==> src/rtl/hdd_pwr_seq_pkg.sv <==
// Shared constants, FSM state type and sizing helper for the HATTRICK HDD power sequencer.
// Cycle defaults assume a 12.5 MHz SYSCLK.
package hdd_pwr_seq_pkg;

    localparam int NUM_HDD_DEF           = 15;
    localparam int DEB_CYCLES_DEF        = 20000;   // 1.6 ms
    localparam int STAGGER_CYCLES_DEF    = 50000;   // 4 ms
    localparam int PG_TIMEOUT_CYCLES_DEF = 100000;  // 8 ms

    typedef enum logic [2:0] {
        ST_IDLE    = 3'd0,
        ST_SCAN    = 3'd1,
        ST_ENABLE  = 3'd2,
        ST_WAIT_PG = 3'd3,
        ST_STAGGER = 3'd4
    } seq_state_t;

    // Counter width able to hold 0 .. max_val-1, never narrower than one bit.
    function automatic int cnt_width(input int max_val);
        if (max_val > 1) begin
            return $clog2(max_val);
        end else begin
            return 1;
        end
    endfunction

endpackage

==> src/rtl/hdd_pwr_seq_debounce.sv <==
// One HDD insert pin: 2-FF synchronizer followed by a consecutive-cycle debounce counter.
// o_present flips only after the synchronized level disagrees with it for DEB_CYCLES cycles.
module hdd_debounce
    import hdd_pwr_seq_pkg::*;
#(
    parameter int DEB_CYCLES = DEB_CYCLES_DEF
) (
    input  logic i_clk,
    input  logic i_rst_n,
    input  logic i_insert_l,
    output logic o_present
);

    localparam int            CW      = cnt_width(DEB_CYCLES);
    localparam logic [CW-1:0] CNT_MAX = CW'(DEB_CYCLES - 1);

    logic          r_meta;
    logic          r_sync;
    logic          r_present;
    logic [CW-1:0] r_cnt;
    logic          w_differs;

    assign w_differs = (~r_sync) ^ r_present;

    // Synchronize the pin, then count agreement breaks; any bounce restarts the count.
    always_ff @(posedge i_clk or negedge i_rst_n) begin
        if (!i_rst_n) begin
            r_meta    <= 1'b1;
            r_sync    <= 1'b1;
            r_present <= 1'b0;
            r_cnt     <= {CW{1'b0}};
        end else begin
            r_meta <= i_insert_l;
            r_sync <= r_meta;
            if (w_differs) begin
                if (r_cnt == CNT_MAX) begin
                    r_present <= ~r_present;
                    r_cnt     <= {CW{1'b0}};
                end else begin
                    r_cnt <= r_cnt + CW'(1);
                end
            end else begin
                r_cnt <= {CW{1'b0}};
            end
        end
    end

    assign o_present = r_present;

endmodule

==> src/rtl/hdd_pwr_seq.sv <==
// Hot-plug power sequencer for the HATTRICK sideplane: powers eligible HDD slots one at a time
// in round-robin order with a stagger gap, and supervises 5 V / 12 V power-good per slot.
module hdd_pwr_seq
    import hdd_pwr_seq_pkg::*;
#(
    parameter int NUM_HDD           = NUM_HDD_DEF,
    parameter int DEB_CYCLES        = DEB_CYCLES_DEF,
    parameter int STAGGER_CYCLES    = STAGGER_CYCLES_DEF,
    parameter int PG_TIMEOUT_CYCLES = PG_TIMEOUT_CYCLES_DEF
) (
    input  logic               SYSCLK,
    input  logic               RESET_N,
    input  logic [NUM_HDD-1:0] hdd_insert_l,
    input  logic [NUM_HDD-1:0] p5v_gd,
    input  logic [NUM_HDD-1:0] p12v_gd,
    input  logic [NUM_HDD-1:0] pwr_allow,
    input  logic [NUM_HDD-1:0] fault_clr,
    output logic [NUM_HDD-1:0] pwr_en_l,
    output logic [NUM_HDD-1:0] present,
    output logic [NUM_HDD-1:0] pwr_on,
    output logic [NUM_HDD-1:0] pwr_fault,
    output logic               seq_busy
);

    localparam int            PW      = cnt_width(NUM_HDD);
    localparam int            TW      = cnt_width(PG_TIMEOUT_CYCLES);
    localparam int            SW      = cnt_width(STAGGER_CYCLES);
    localparam logic [TW-1:0] TO_MAX  = TW'(PG_TIMEOUT_CYCLES - 1);
    localparam logic [SW-1:0] STG_MAX = SW'(STAGGER_CYCLES - 1);
    localparam logic [NUM_HDD-1:0] ZERO_V = {NUM_HDD{1'b0}};

    seq_state_t         r_state;
    logic [PW-1:0]      r_ptr;
    logic [PW-1:0]      r_sel;
    logic [TW-1:0]      r_timer;
    logic [SW-1:0]      r_stg;
    logic               r_busy;
    logic [NUM_HDD-1:0] r_pg5_m, r_pg5, r_pg12_m, r_pg12;
    logic [NUM_HDD-1:0] r_present_q;
    logic [NUM_HDD-1:0] r_pwr_en_l, r_pwr_on, r_pwr_fault;

    logic [NUM_HDD-1:0] w_present, w_pg_ok, w_pres_fall, w_pg_loss, w_off, w_elig;
    logic [NUM_HDD-1:0] w_sel_oh, w_fsm_en, w_fsm_on, w_fsm_to;
    logic [PW-1:0]      w_pick, w_sel_next;
    logic               w_found, w_sel_live, w_sel_good, w_sel_to;

    genvar gi;
    generate
        for (gi = 0; gi < NUM_HDD; gi++) begin : g_deb
            hdd_debounce #(.DEB_CYCLES(DEB_CYCLES)) u_deb (
                .i_clk      (SYSCLK),
                .i_rst_n    (RESET_N),
                .i_insert_l (hdd_insert_l[gi]),
                .o_present  (w_present[gi])
            );
        end
    endgenerate

    assign w_pg_ok     = r_pg5 & r_pg12;
    assign w_pres_fall = r_present_q & ~w_present;
    assign w_pg_loss   = r_pwr_on & ~w_pg_ok;
    // Power-off is level based on enabled slots so a removal/deny racing an enable still wins.
    assign w_off       = (~r_pwr_en_l & ~(w_present & pwr_allow)) | w_pg_loss;
    assign w_elig      = w_present & pwr_allow & r_pwr_en_l & ~r_pwr_fault;

    assign w_sel_oh    = {{(NUM_HDD-1){1'b0}}, 1'b1} << r_sel;
    assign w_sel_next  = (r_sel == PW'(NUM_HDD - 1)) ? {PW{1'b0}} : r_sel + PW'(1);
    assign w_sel_live  = ~r_pwr_en_l[r_sel] & ~w_off[r_sel];
    assign w_sel_good  = w_sel_live & w_pg_ok[r_sel];
    assign w_sel_to    = w_sel_live & ~w_pg_ok[r_sel] & (r_timer == TO_MAX);

    // Round-robin pick: lowest eligible index at or above ptr, wrapping to 0.
    always_comb begin
        logic [PW:0] v_idx;
        v_idx   = {(PW+1){1'b0}};
        w_pick  = {PW{1'b0}};
        w_found = 1'b0;
        for (int k = 0; k < NUM_HDD; k++) begin
            v_idx = {1'b0, r_ptr} + (PW+1)'(k);
            if (v_idx >= (PW+1)'(NUM_HDD)) begin
                v_idx = v_idx - (PW+1)'(NUM_HDD);
            end else begin
                v_idx = v_idx;
            end
            if (!w_found && w_elig[v_idx[PW-1:0]]) begin
                w_pick  = v_idx[PW-1:0];
                w_found = 1'b1;
            end else begin
                w_pick  = w_pick;
            end
        end
    end

    // Per-slot effects of the current FSM state on the selected slot.
    always_comb begin
        w_fsm_en = ZERO_V;
        w_fsm_on = ZERO_V;
        w_fsm_to = ZERO_V;
        if (r_state == ST_ENABLE && w_elig[r_sel]) begin
            w_fsm_en = w_sel_oh;
        end else if (r_state == ST_WAIT_PG && w_sel_good) begin
            w_fsm_on = w_sel_oh;
        end else if (r_state == ST_WAIT_PG && w_sel_to) begin
            w_fsm_to = w_sel_oh;
        end else begin
            w_fsm_en = ZERO_V;
        end
    end

    // Power-good synchronizers and slot status vectors; fault set beats clear.
    always_ff @(posedge SYSCLK or negedge RESET_N) begin
        if (!RESET_N) begin
            r_pg5_m     <= ZERO_V;
            r_pg5       <= ZERO_V;
            r_pg12_m    <= ZERO_V;
            r_pg12      <= ZERO_V;
            r_present_q <= ZERO_V;
            r_pwr_en_l  <= {NUM_HDD{1'b1}};
            r_pwr_on    <= ZERO_V;
            r_pwr_fault <= ZERO_V;
        end else begin
            r_pg5_m     <= p5v_gd;
            r_pg5       <= r_pg5_m;
            r_pg12_m    <= p12v_gd;
            r_pg12      <= r_pg12_m;
            r_present_q <= w_present;
            r_pwr_en_l  <= (r_pwr_en_l & ~w_fsm_en) | w_off | w_fsm_to;
            r_pwr_on    <= (r_pwr_on | w_fsm_on) & ~w_off;
            r_pwr_fault <= (r_pwr_fault & ~(fault_clr | w_pres_fall)) | w_pg_loss | w_fsm_to;
        end
    end

    // Sequencer FSM. STAGGER hands straight to SCAN when work is pending so busy stays high.
    always_ff @(posedge SYSCLK or negedge RESET_N) begin
        if (!RESET_N) begin
            r_state <= ST_IDLE;
            r_ptr   <= {PW{1'b0}};
            r_sel   <= {PW{1'b0}};
            r_timer <= {TW{1'b0}};
            r_stg   <= {SW{1'b0}};
            r_busy  <= 1'b0;
        end else begin
            case (r_state)
                ST_IDLE: begin
                    if (|w_elig) begin
                        r_state <= ST_SCAN;
                        r_busy  <= 1'b1;
                    end else begin
                        r_busy  <= 1'b0;
                    end
                end
                ST_SCAN: begin
                    if (w_found) begin
                        r_sel   <= w_pick;
                        r_state <= ST_ENABLE;
                    end else begin
                        r_state <= ST_IDLE;
                        r_busy  <= 1'b0;
                    end
                end
                ST_ENABLE: begin
                    r_timer <= {TW{1'b0}};
                    if (w_elig[r_sel]) begin
                        r_state <= ST_WAIT_PG;
                    end else begin
                        r_state <= ST_IDLE;
                        r_busy  <= 1'b0;
                    end
                end
                ST_WAIT_PG: begin
                    if (!w_sel_live || w_sel_good || w_sel_to) begin
                        r_ptr   <= w_sel_next;
                        r_stg   <= {SW{1'b0}};
                        r_state <= ST_STAGGER;
                    end else if (r_timer != TO_MAX) begin
                        r_timer <= r_timer + TW'(1);
                    end else begin
                        r_timer <= r_timer;
                    end
                end
                ST_STAGGER: begin
                    if (r_stg == STG_MAX) begin
                        r_stg <= {SW{1'b0}};
                        if (|w_elig) begin
                            r_state <= ST_SCAN;
                        end else begin
                            r_state <= ST_IDLE;
                            r_busy  <= 1'b0;
                        end
                    end else begin
                        r_stg <= r_stg + SW'(1);
                    end
                end
                default: begin
                    r_state <= ST_IDLE;
                    r_busy  <= 1'b0;
                end
            endcase
        end
    end

    assign pwr_en_l  = r_pwr_en_l;
    assign present   = w_present;
    assign pwr_on    = r_pwr_on;
    assign pwr_fault = r_pwr_fault;
    assign seq_busy  = r_busy;

endmodule

==> config.mk <==
export PLATFORM = sky130hd
export DESIGN_NAME = hdd_pwr_seq
export DESIGN_NICKNAME = d
export VERILOG_FILES = /design/src/rtl/hdd_pwr_seq_pkg.sv /design/src/rtl/hdd_pwr_seq_debounce.sv /design/src/rtl/hdd_pwr_seq.sv
export SDC_FILE = /design/constraint.sdc
export NUM_CORES = 1
export LEC_CHECK = 0
export ABC_AREA = 1
export BUFFER_PORTS_ARGS = -buffer_cell sky130_fd_sc_hd__clkbuf_2
export CAP_MARGIN = 20
export CORE_MARGIN = 2
export CORE_UTILIZATION = 60
export CTS_CLUSTER_SIZE = 20
export DETAILED_ROUTE_END_ITERATION = 8
export HOLD_SLACK_MARGIN = 0.15
export PLACE_DENSITY = 0.85
export SYNTH_ARGS = -nofsm -noshare
export SYNTH_HDL_FRONTEND = slang
export SYNTH_HIERARCHICAL = 1
export SYNTH_SLANG_ARGS = --single-unit
==> constraint.sdc <==
create_clock -name SYSCLK -period 9.3 [get_ports SYSCLK]
set_clock_uncertainty 0.15 [all_clocks]
set_input_delay 0.465 -clock SYSCLK [delete_from_list [all_inputs] [get_ports SYSCLK]]
set_output_delay 0.465 -clock SYSCLK [all_outputs]
set_load 0.1 [all_outputs]
==> results.sh <==
export IMPL_clk_latency_ps=580
export IMPL_synthFlopType="dfrtp_1"
export IMPL_fmax_ghz=0.2099
export IMPL_clockBufferDepth=3
export IMPL_grt_max_degree=125
export IMPL_startpoint="r_ptr[1]"
export IMPL_yosysWarnings=6
export IMPL_avgSynthCellArea_um2=7.858
export IMPL_rows=75
export IMPL_pwr_share_comb_pct=3.5
export IMPL_multi_input_area_um2=13290
export IMPL_tightest_slew_ps=1100
export IMPL_setup_viol=0
export IMPL_critPathKind="register to register"
export IMPL_swShare_pct=21.90
export IMPL_ys_seq_area_share_pct=42.53
export IMPL_io_pin_count=138
export IMPL_timing_rr_start="r_ptr[1]"
export IMPL_cts_setup_buffers=0
export IMPL_grt_overflow_total=0
export IMPL_seq_area_um2=10940
export IMPL_final_area_um2=29230
export IMPL_num_vias=23720
export IMPL_hold_class="register to register"
export IMPL_p_int_uw=3182
export IMPL_core_area_um2=42130
export IMPL_hpwl_um=48360
export IMPL_drv_cap=0
export IMPL_syn_inst=3274
export IMPL_initial_core_util_pct=61.06
export IMPL_die_x_um=211.1
export IMPL_cts_made_buffers=45
export IMPL_fillers=3144
export IMPL_power_frac_clock_pct=48.5
export IMPL_tns_ps=0
export IMPL_drtPass1Iterations=8
export IMPL_grt_pass1_wl_um=116000
export IMPL_relSlewSlack_pct=26.39
export IMPL_finalMaxSlewViolations=0
export IMPL_wl_per_cell_um=17.53
export IMPL_first_iter_violations=2359
export IMPL_hold_start="r_pg5_m[14]"
export IMPL_area_delta_synth_final_pct=13.61
export IMPL_p_leak_uw=0.01296
export IMPL_synth_cell_types=70
export IMPL_status="complete, no violations"
export IMPL_antenna_found_initial=0
export IMPL_period_minus_slack_ps=4765
export IMPL_cts_tree="done"
export IMPL_antenna_left=0
export IMPL_gp_congestion=1.044
export IMPL_endpoint_kind="register"
export IMPL_ir_drop_mv=0.1779
export IMPL_syn_nets=3387
export IMPL_syn_area_um2=25730
export IMPL_yosysTopAreaCell="dfrtp_1"
export IMPL_place_area_um2=26970
export IMPL_worstHoldPathCells=0
export IMPL_fin_crit_sh_pct=51.23
export IMPL_die_area_um2=44550
export IMPL_clk_pin_slew_ps=60
export IMPL_portBuffers=137
export IMPL_synth_edf_count=0
export IMPL_synthArstFlopShare_pct=100.0
export IMPL_crit_arrival_ps=5080
export IMPL_critPathMaxFanout=16
export IMPL_power_density_nw_per_um2=139.4
export IMPL_yosys_top_cells_area="dfrtp_1, nand2_1, nor2_1"
export IMPL_synth_top_area_share_pct=37.93
export IMPL_drcViolationCount=0
export IMPL_start_kind="register"
export IMPL_via_per_inst=5.829
export IMPL_first_global_vias=22480
export IMPL_seqPwrFrac_pct=48.0
export IMPL_routed_wl_um=71320
export IMPL_drive_gt1_share_pct=19.46
export IMPL_hold_viol=0
export IMPL_switchingPower_uw=892.0
export IMPL_worstPathRequired_ps=9610
export IMPL_rsz0062_at_grt="no"
export IMPL_nets=3606
export IMPL_antenna_cells=0
export IMPL_ys_ff_latch=435
export IMPL_htreeDepth=2
export IMPL_cts_root_buf="clkbuf_16"
export IMPL_r2r_cells=19
export IMPL_fp_dieH_um=211.1
export IMPL_cts_sinks=435
export IMPL_grt_usage_pct=32.61
## per-layer routing
metal | share of wire (%) | up-vias | global-route usage [%]
li1 | - | 11200 | -
met1 | 39 | 11080 | 41.86
met2 | 46 | 1131 | 51.95
met3 | 9.5 | 312 | 7.062
met4 | 5.9 | 0 | 17.41
met5 | 0 | - | 0
## final cells by class
type / instances / share of cell area (%)
well taps: 539 / 2.307
clock buffers: 59 / 4.383
repair buffers: 218 / 5.000
clock inverters: 25 / 1.173
inverters: 327 / 4.242
flip-flops and latches: 435 / 37.43
multi-input cells: 2466 / 45.46
## sequential cells by signal (all words and copies together) (netlist names), 3 cells and up
register	cells
pwr_en_l	15
r_ptr	4
pwr_fault	15
pwr_on	15
g_deb.u_deb/r_cnt	225
r_timer	17
r_sel	4
r_stg	16
r_pg12_m	15
r_pg5_m	15
g_deb.u_deb/r_sync	15
r_present_q	15
r_pg5	15
r_pg12	15
r_state	3
g_deb.u_deb/o_present	15
g_deb.u_deb/r_meta	15
## per-stage QoR
stage	hold WS (ps)	cells	setup slack, ps	total power (µW)	util, %
floorplan	19.41	3274	5572	2031	-
global placement	181.3	3921	4777	2101	64.01
detailed placement	184.7	3921	4688	2107	64.01
CTS	150.3	4068	4649	4081	69.36
global route	207.6	4069	4183	4198	69.37
finish	201.5	4069	4535	4074	69.37
## placed cells by master (no fill, tap or decap), drive strengths merged, types with 63 or more instances in the layout
| cell | netlist | final |
|---|---|---|
| nand2 | 801 | 801 |
| nor2 | 625 | 625 |
| dfrtp | 390 | 390 |
| inv | 322 | 323 |
| nand3 | 221 | 221 |
| o21ai | 220 | 220 |
| clkbuf | 27 | 196 |
| a21oi | 126 | 126 |
| nand4 | 114 | 114 |
| xor2 | 90 | 90 |
| dlygate4sd3 | 0 | 63 |
## worst paths after layout
kind	endpoint	slack (ps)
worst max register to register	seq_busy	4540
worst min-delay path	r_pg5[14]	200
worst min register to register	r_pg5[14]	200
worst max-delay path	seq_busy	4540
max in group asynchronous	g_deb[8].u_deb/r_cnt[12]	6570
min in group asynchronous	g_deb[9].u_deb/r_cnt[0]	430
## cells in the mapped netlist (7+ instances only)
| master | number |
|---|---|
| o21ai_1 | 86 |
| inv_2 | 26 |
| nand2_2 | 130 |
| nand2_1 | 643 |
| nor3b_1 | 15 |
| o211ai_1 | 52 |
| nor2_2 | 125 |
| dfstp_2 | 45 |
| o311ai_0 | 8 |
| nor3_2 | 18 |
| xor2_1 | 70 |
| nand2_4 | 27 |
| ha_1 | 36 |
| xor2_2 | 20 |
| nand3_1 | 211 |
| nor3_1 | 22 |
| nand3_2 | 8 |
| nor4_1 | 16 |
| o21bai_1 | 30 |
| nor2_1 | 476 |
| buf_2 | 7 |
| clkbuf_1 | 26 |
| xnor2_1 | 18 |
| nand4_1 | 108 |
| inv_1 | 294 |
| o21ai_0 | 127 |
| nor2_4 | 21 |
| dfrtp_1 | 390 |
| o22ai_1 | 13 |
| a21oi_1 | 122 |
## worst max-delay path: stages, from the launching register on
cell and delay (ps):
dfrtp_1 630, inv_1 330, ha_1 720, inv_4 200
nor2_8 190, nand2_2 100, nand2_2 90, nand2_1 60
nand2_2 100, xor2_1 870, o211ai_1 160, nand2_1 100
nor2_1 40, a311o_1 280, nand2_1 150, nand4_2 150
nand2_4 150, nand3_2 70, nand2_1 80, nand2_1 40
## logic make-up (layout without fill, tap and decap cells)
logic type      after synthesis  count (layout)  share of synthesized area (%)
flops                       435             435                          42.53
compound gates              477             477                          10.76
buf+inv                     373             629                          5.841
fa+ha+maj                    36              36                          1.751
xor+xnor                    108             108                          4.260
simple gates               1845            1845                          34.86
## power groups by stage
stage	Clock [µW]	Sequential (µW)	Combinational (µW)
CTS	1980	1950	143
finish	1970	1960	144
global route	2080	1960	162
detailed placement	0	1990	120
global placement	0	1980	117
floorplan	0	1980	48.5
## repair_timing
action	4_1_cts	5_1_grt
endpoints found under the hold margin	170	0
gates resized for setup	0	0
hold buffers	63	0
(Power assumes the default switching activity.)
